## src/rtl/synth_pkg.sv

```systemverilog
// Shared constants for the ADSR envelope datapath: default nibble width and
// the named select codes used by callers of the 2:1 nibble selector.
package synth_pkg;

  localparam int NIBBLE_W = 4;

  localparam logic SEL_A = 1'b0;
  localparam logic SEL_B = 1'b1;

endpackage : synth_pkg

```

## src/rtl/mux_2input_4bit.sv

```systemverilog
// Registered 2:1 selector for WIDTH-bit envelope control words: one register
// with the select in front, synchronous active-low reset, one cycle latency.
module mux_2input_4bit
  import synth_pkg::*;
#(
  parameter int WIDTH = NIBBLE_W
) (
  input  logic             clk,
  input  logic             rst_n,
  input  logic [WIDTH-1:0] a,
  input  logic [WIDTH-1:0] b,
  input  logic             sel,
  output logic [WIDTH-1:0] out
);

  logic [WIDTH-1:0] pick_s;
  logic [WIDTH-1:0] out_r;

  // Select the operand to be captured at the next edge.
  always_comb begin
    pick_s = a;
    if (sel == SEL_B) begin
      pick_s = b;
    end else begin
      pick_s = a;
    end
  end

  // Output register; reset wins over the select path.
  always_ff @(posedge clk) begin
    if (!rst_n) begin
      out_r <= {WIDTH{1'b0}};
    end else begin
      out_r <= pick_s;
    end
  end

  assign out = out_r;

endmodule : mux_2input_4bit

```

## config.mk

```make
export PLATFORM = sky130hd
export DESIGN_NAME = mux_2input_4bit
export DESIGN_NICKNAME = d
export VERILOG_FILES = /design/src/rtl/synth_pkg.sv /design/src/rtl/mux_2input_4bit.sv
export SDC_FILE = /design/constraint.sdc
export NUM_CORES = 1
export LEC_CHECK = 0
export CORE_AREA = 10 10 47 49
export CTS_CLUSTER_SIZE = 14
export DETAILED_ROUTE_END_ITERATION = 8
export DIE_AREA = 0 0 57 59
export GPL_TIMING_DRIVEN = 0
export PLACE_DENSITY_LB_ADDON = 0.1
export REMOVE_ABC_BUFFERS = 1
export SYNTH_ARGS = -nofsm -noshare
export SYNTH_HDL_FRONTEND = slang
export SYNTH_SLANG_ARGS = --single-unit
```

## constraint.sdc

```tcl
create_clock -name clk -period 0.8 [get_ports clk]
set_input_delay 0.24 -clock clk [delete_from_list [all_inputs] [get_ports clk]]
set_output_delay 0.24 -clock clk [all_outputs]
set_load 0.05 [all_outputs]
```

==> results.py, run 1 <==
metrics = {
    "final_layout": {
        "post-route-util": 0.251,
        "drive_above_1_share": 0.379,
        "antenna_cells": 0,
        "nets": 42,
        "final_cells": 45,
        "area_delta_synth_final_pct": 125,
        "finalInstanceArea_um2": 352,
        "largest_reg_flops": 4,
    },
    "die": {
        "num_rows": 14,
        "start_util": 0.112,
        "fp.dieH_um": 59,
        "ios": 15,
        "core-area_um2": 1400,
        "die_w_um": 57,
        "die_area_um2": 3360,
    },
    "grt": {
        "grt_max_degree": 5,
        "grt_pass1_vias": 189,
        "grt_overflow": 0,
        "antenna_found_initial": 0,
        "grt_pass1_wl_um": 710,
        "track_usage": 0.0324,
    },
    "routing": {
        "wl_met1_um": 144,
        "drtPass1Iterations": 1,
        "drtIter0Drc": 0,
        "wl_per_cell_um": 9.69,
        "viasPerCell": 3.07,
        "drc": 0,
        "totalWireLength_um": 436,
        "top_layer_used": "met3",
        "vias": 138,
        "met3_length_um": 132,
        "ant_nets": 0,
        "route.met2.wl_um": 158,
    },
    "logic_synthesis": {
        "ys_types": 4,
        "synthTopCellsByArea": "dfxtp_1, mux2i_1, nor2b_1",
        "yosys_warnings": 0,
        "seq_area_frac_synth": 0.512,
        "synth_seq_cells": 4,
        "syn_area_um2": 156,
        "synth.largest_area_cell": "dfxtp_1",
        "syn_inst": 13,
        "synthFlopType": "dfxtp_1",
        "synth-edff-count": 0,
        "avgSynthCellArea_um2": 12.0,
        "synth_top_area_frac": 0.512,
        "ys_top_cells_by_count": "dfxtp_1, mux2i_1, nor2b_1",
        "ys_async_sr_fraction": 0,
    },
    "clocking": {
        "clock-sinks": 4,
        "htreeDepth": 1,
        "max-clock-path-buffers": 2,
        "ctsHoldBuffers": 0,
        "cts_buffers": 3,
        "root_buffer": "clkbuf_4",
        "clkTransAtPathRegs_ns": 0.03,
        "cts_tree": "built",
    },
    "place": {
        "dp_slack_ns": -0.528,
        "dp_hpwl_um": 389,
        "portBuffers": 14,
        "dp.cells": 42,
        "gp_congestion": 0.558,
        "placed_cell_area_um2": 305,
    },
    "power": {
        "power.density_nw_per_um2": 1780,
        "internal-power_uw": 474,
        "combinationalPowerShare": 0.257,
        "p_seq_frac": 0.360,
        "clock_power_share": 0.383,
        "p_leak_uw": 0.000150,
        "sw_frac_of_total": 0.241,
        "power_switching_uw": 150,
        "power_uw": 625,
        "ir_worst_vdd_v": 0.000328,
    },
    "worst_setup_path": {
        "cp_cell_sequence": "buf_8",
        "cp_data_required_time_ns": 0.56,
        "end_kind": "output pin",
        "critPathKind": "reg -> out",
        "crit_buf_inv": 1,
        "start_kind": "flop",
        "critPathMaxFanout": 1,
        "cp_slowest_cell": "dfxtp_2",
        "cp_data_arrival_time_ns": 0.69,
        "crit_path_max_incr_delay_ns": 0.32,
        "critical-path-top-delay-family": "flip-flops",
    },
    "sta": {
        "fin_crit_sh": 1.16,
        "setup_viol": 4,
        "finalMaxSlewViolations": 0,
        "hold_viol": 0,
        "period_needed_ns": 0.928,
        "worstMarginPinSlew_ns": 0.222,
        "slew_headroom": 0.852,
        "fmax_mhz": 1080,
        "rsz0062_at_grt": "true",
        "finalWorstSetupSlack_ns": -0.128,
    },
    "hold_path": {
        "hold_end": "out[1]",
        "worst_hold_path_type": "in -> reg",
        "min_from": "sel",
        "holdPathStages": 3,
    },
    "run_status": {
        "violations": "setup timing",
        "outcome": "finished, violations left",
    },
    "flow_run": {
        "drv_cap": 0,
    },
}
## layer usage
layer,up-vias,GRT usage
met3,0,0.0408
met1,52,0.0190
met2,12,0.0295
met5,-,0
met4,0,0.0705
li1,74,-
## cells by family (layout without fill, tap and decap cells)
group | after synthesis | in the layout | synth area share
multiplexers | 4 | 4 | 0.256
flip-flops | 4 | 4 | 0.512
AND/OR/NAND/NOR | 4 | 4 | 0.160
buffers and inverters | 1 | 17 | 0.0720
## power by group through the flow
stage | registers (uW) | clock network, uW | logic [uW]
3_3_place_gp | 220 | 0 | 150
2_1_floorplan | 268 | 0 | 20.2
3_5_place_dp | 220 | 0 | 151
5_1_grt | 226 | 255 | 170
6_report | 225 | 239 | 160
4_1_cts | 224 | 255 | 160
## cell type report
| cell class | instances | area [um2] |
|---|---|---|
| tap | 16 | 20.0 |
| sequential | 4 | 85.1 |
| clock buffer | 3 | 22.5 |
| timing repair buffer | 14 | 159 |
| fill | 166 | 1050 |
| multi-input combinational | 8 | 65.1 |
## metrics by stage
step	hold slack (ns)	TNS [ns]
2_1_floorplan	0.368	-0.109
3_3_place_gp	0.872	-3.83
3_5_place_dp	0.875	-3.83
4_1_cts	0.577	-0.562
5_1_grt	0.613	-0.574
6_report	0.572	-0.507
## layout by cell type, fill, tap and decap left out, drive strengths merged
cell           instances
buf                    4
clkbuf                 3
clkdlybuf4s50          9
dfxtp                  4
dlygate4sd2            1
mux2i                  4
nor2b                  4
## worst max path at each step
stage            from  endpoint  slack [ns]  depth (start not counted)
6_report       out[0]    out[0]       -0.13                          1
3_5_place_dp   out[0]    out[0]       -0.53                          1
3_3_place_gp   out[0]    out[0]       -0.53                          1
4_1_cts        out[2]    out[2]       -0.14                          1
2_1_floorplan  out[0]    out[0]       -0.03                          0
5_1_grt        out[0]    out[0]       -0.15                          1
## what timing repair did
| action | 4_1_cts | 5_1_grt |
|---|---|---|
| gates resized for setup | 36 | 1 |
| setup endpoints to repair | 8 | 4 |
| setup buffers | 0 | 0 |
Power figures use the tool's default switching activity.
==> inputs of run 2 (changes only) <==
--- a/config.mk
+++ b/config.mk
@@ -6,6 +6,7 @@
 export NUM_CORES = 1
 export LEC_CHECK = 0
 export CORE_AREA = 10 10 47 49
+export CTS_BUF_LIST = sky130_fd_sc_hd__clkbuf_8 sky130_fd_sc_hd__clkbuf_16
 export CTS_CLUSTER_SIZE = 14
 export DETAILED_ROUTE_END_ITERATION = 8
 export DIE_AREA = 0 0 57 59
==> results.py, run 2 (same netlist as run 1, synthesis figures left out) <==
metrics = {
    "run_status": {
        "outcome": "finished, violations left",
        "violations": "setup timing",
    },
    "final_layout": {
        "nets": 42,
        "largest_reg_flops": 4,
        "regArea_um2": 85.1,
        "layout_common_cells": "clkdlybuf4s50_1, mux2i_1, nor2b_1, dfxtp_2, buf_8",
        "drive_above_1_share": 0.379,
        "final_common_cell": "clkdlybuf4s50_1",
        "fill_cells": 164,
        "antenna_cells": 0,
        "multi_input_area_um2": 65.1,
        "final_cells": 45,
        "area_delta_synth_final_pct": 139,
    },
    "power": {
        "internal-power_uw": 627,
        "clock_power_share": 0.516,
        "p_leak_uw": 0.000166,
        "power.density_nw_per_um2": 2130,
        "p_seq_frac": 0.283,
        "sw_frac_of_total": 0.212,
        "combinationalPowerShare": 0.201,
        "power_switching_uw": 169,
        "ir_worst_vdd_v": 0.000405,
    },
    "sta": {
        "finalMaxSlewViolations": 0,
        "finalWorstSetupSlack_ns": -0.109,
        "period_needed_ns": 0.909,
        "fmax_mhz": 1100,
        "rsz0062_at_grt": "true",
        "fin_crit_sh": 1.14,
        "setup_viol": 4,
        "holdWs_ns": 0.322,
        "worstMarginPinSlew_ns": 0.218,
        "hold_viol": 0,
        "slew_headroom": 0.855,
    },
    "worst_setup_path": {
        "crit_path_end": "out[0]",
        "crit_cells": 1,
        "end_kind": "output pin",
        "start_kind": "flop",
        "critPathKind": "reg -> out",
        "cp_data_arrival_time_ns": 0.67,
        "cp_cell_sequence": "buf_8",
        "critical-path-top-delay-family": "flip-flops",
        "cp-startpoint": "out[0]",
        "crit_path_max_incr_delay_ns": 0.32,
        "cp_slowest_cell": "dfxtp_2",
        "crit_buf_inv": 1,
        "cp_data_required_time_ns": 0.56,
        "critPathMaxFanout": 1,
    },
    "clocking": {
        "max-clock-path-buffers": 2,
        "root_buffer": "clkbuf_8",
        "cts_tree": "built",
        "cts_setup_buffers": 0,
        "clock-sinks": 4,
        "htreeDepth": 1,
        "cts_buffers": 3,
        "clkTransAtPathRegs_ns": 0.03,
    },
    "die": {
        "die_w_um": 57,
        "ios": 15,
        "core-area_um2": 1400,
        "die_area_um2": 3360,
        "start_util": 0.112,
        "num_rows": 14,
        "fp.dieH_um": 59,
    },
    "place": {
        "dp_hpwl_um": 389,
        "portBuffers": 14,
        "gp_congestion": 0.558,
        "dp.cells": 42,
    },
    "grt": {
        "grt_pass1_vias": 189,
        "grt_max_degree": 5,
        "antenna_found_initial": 0,
        "grt_pass1_wl_um": 710,
        "grt_overflow": 0,
        "track_usage": 0.0324,
    },
    "hold_path": {
        "worst_hold_path_type": "in -> reg",
    },
    "routing": {
        "vias": 137,
        "viasPerCell": 3.04,
        "ant_nets": 0,
        "totalWireLength_um": 446,
        "drc": 0,
        "drtPass1Iterations": 1,
        "wl_per_cell_um": 9.91,
        "drtIter0Drc": 0,
    },
    "flow_run": {
        "drv_cap": 0,
    },
}
==> run 2: metrics by stage <==
step	power [uW]	cell area (um2)	util	setup WS (ns)	TNS, ns
2_1_floorplan	288	145	-	-0.0273	-0.109
3_3_place_gp	369	305	0.218	-0.527	-3.83
3_5_place_dp	371	305	0.218	-0.528	-3.83
4_1_cts	811	367	0.262	-0.119	-0.471
5_1_grt	823	374	0.267	-0.124	-0.487
6_report	796	374	0.267	-0.109	-0.434
==> run 2: metal layers <==
layer,vias up,share of wire,GRT usage
met3,0,0.30,0.0408
met5,-,0,0
met1,51,0.34,0.0190
met4,0,0,0.0705
li1,74,-,-
met2,12,0.36,0.0295
==> run 2: what timing repair did <==
item,CTS,global route
pin swaps,0,0
hold buffers,0,0
endpoints found under the setup margin,8,6
gates resized for setup,36,3
==> run 2: how the worst min path moves through the flow <==
stage / from / to / slack, ns / cells after the start
3_5_place_dp: a[3] / out[3] / 0.88 / 3
2_1_floorplan: rst_n / out[0] / 0.37 / 1
3_3_place_gp: a[2] / out[2] / 0.87 / 3
4_1_cts: sel / out[1] / 0.60 / 3
6_report: b[0] / out[0] / 0.32 / 3
5_1_grt: b[0] / out[0] / 0.38 / 3
==> run 2: area by class of cell <==
class                   instances  area share
clock buffers                   3       0.110
multi-input cells               8       0.174
flip-flops and latches          4       0.227
well taps                      16      0.0535
repair buffers                 14       0.435
==> run 2: power groups by stage <==
stage	clock (uW)	combinational [uW]	sequential, uW
after floorplan	0	20.2	268
after global placement	0	150	220
final	411	160	225
after detailed placement	0	151	220
after CTS	426	160	225
after global routing	428	169	226
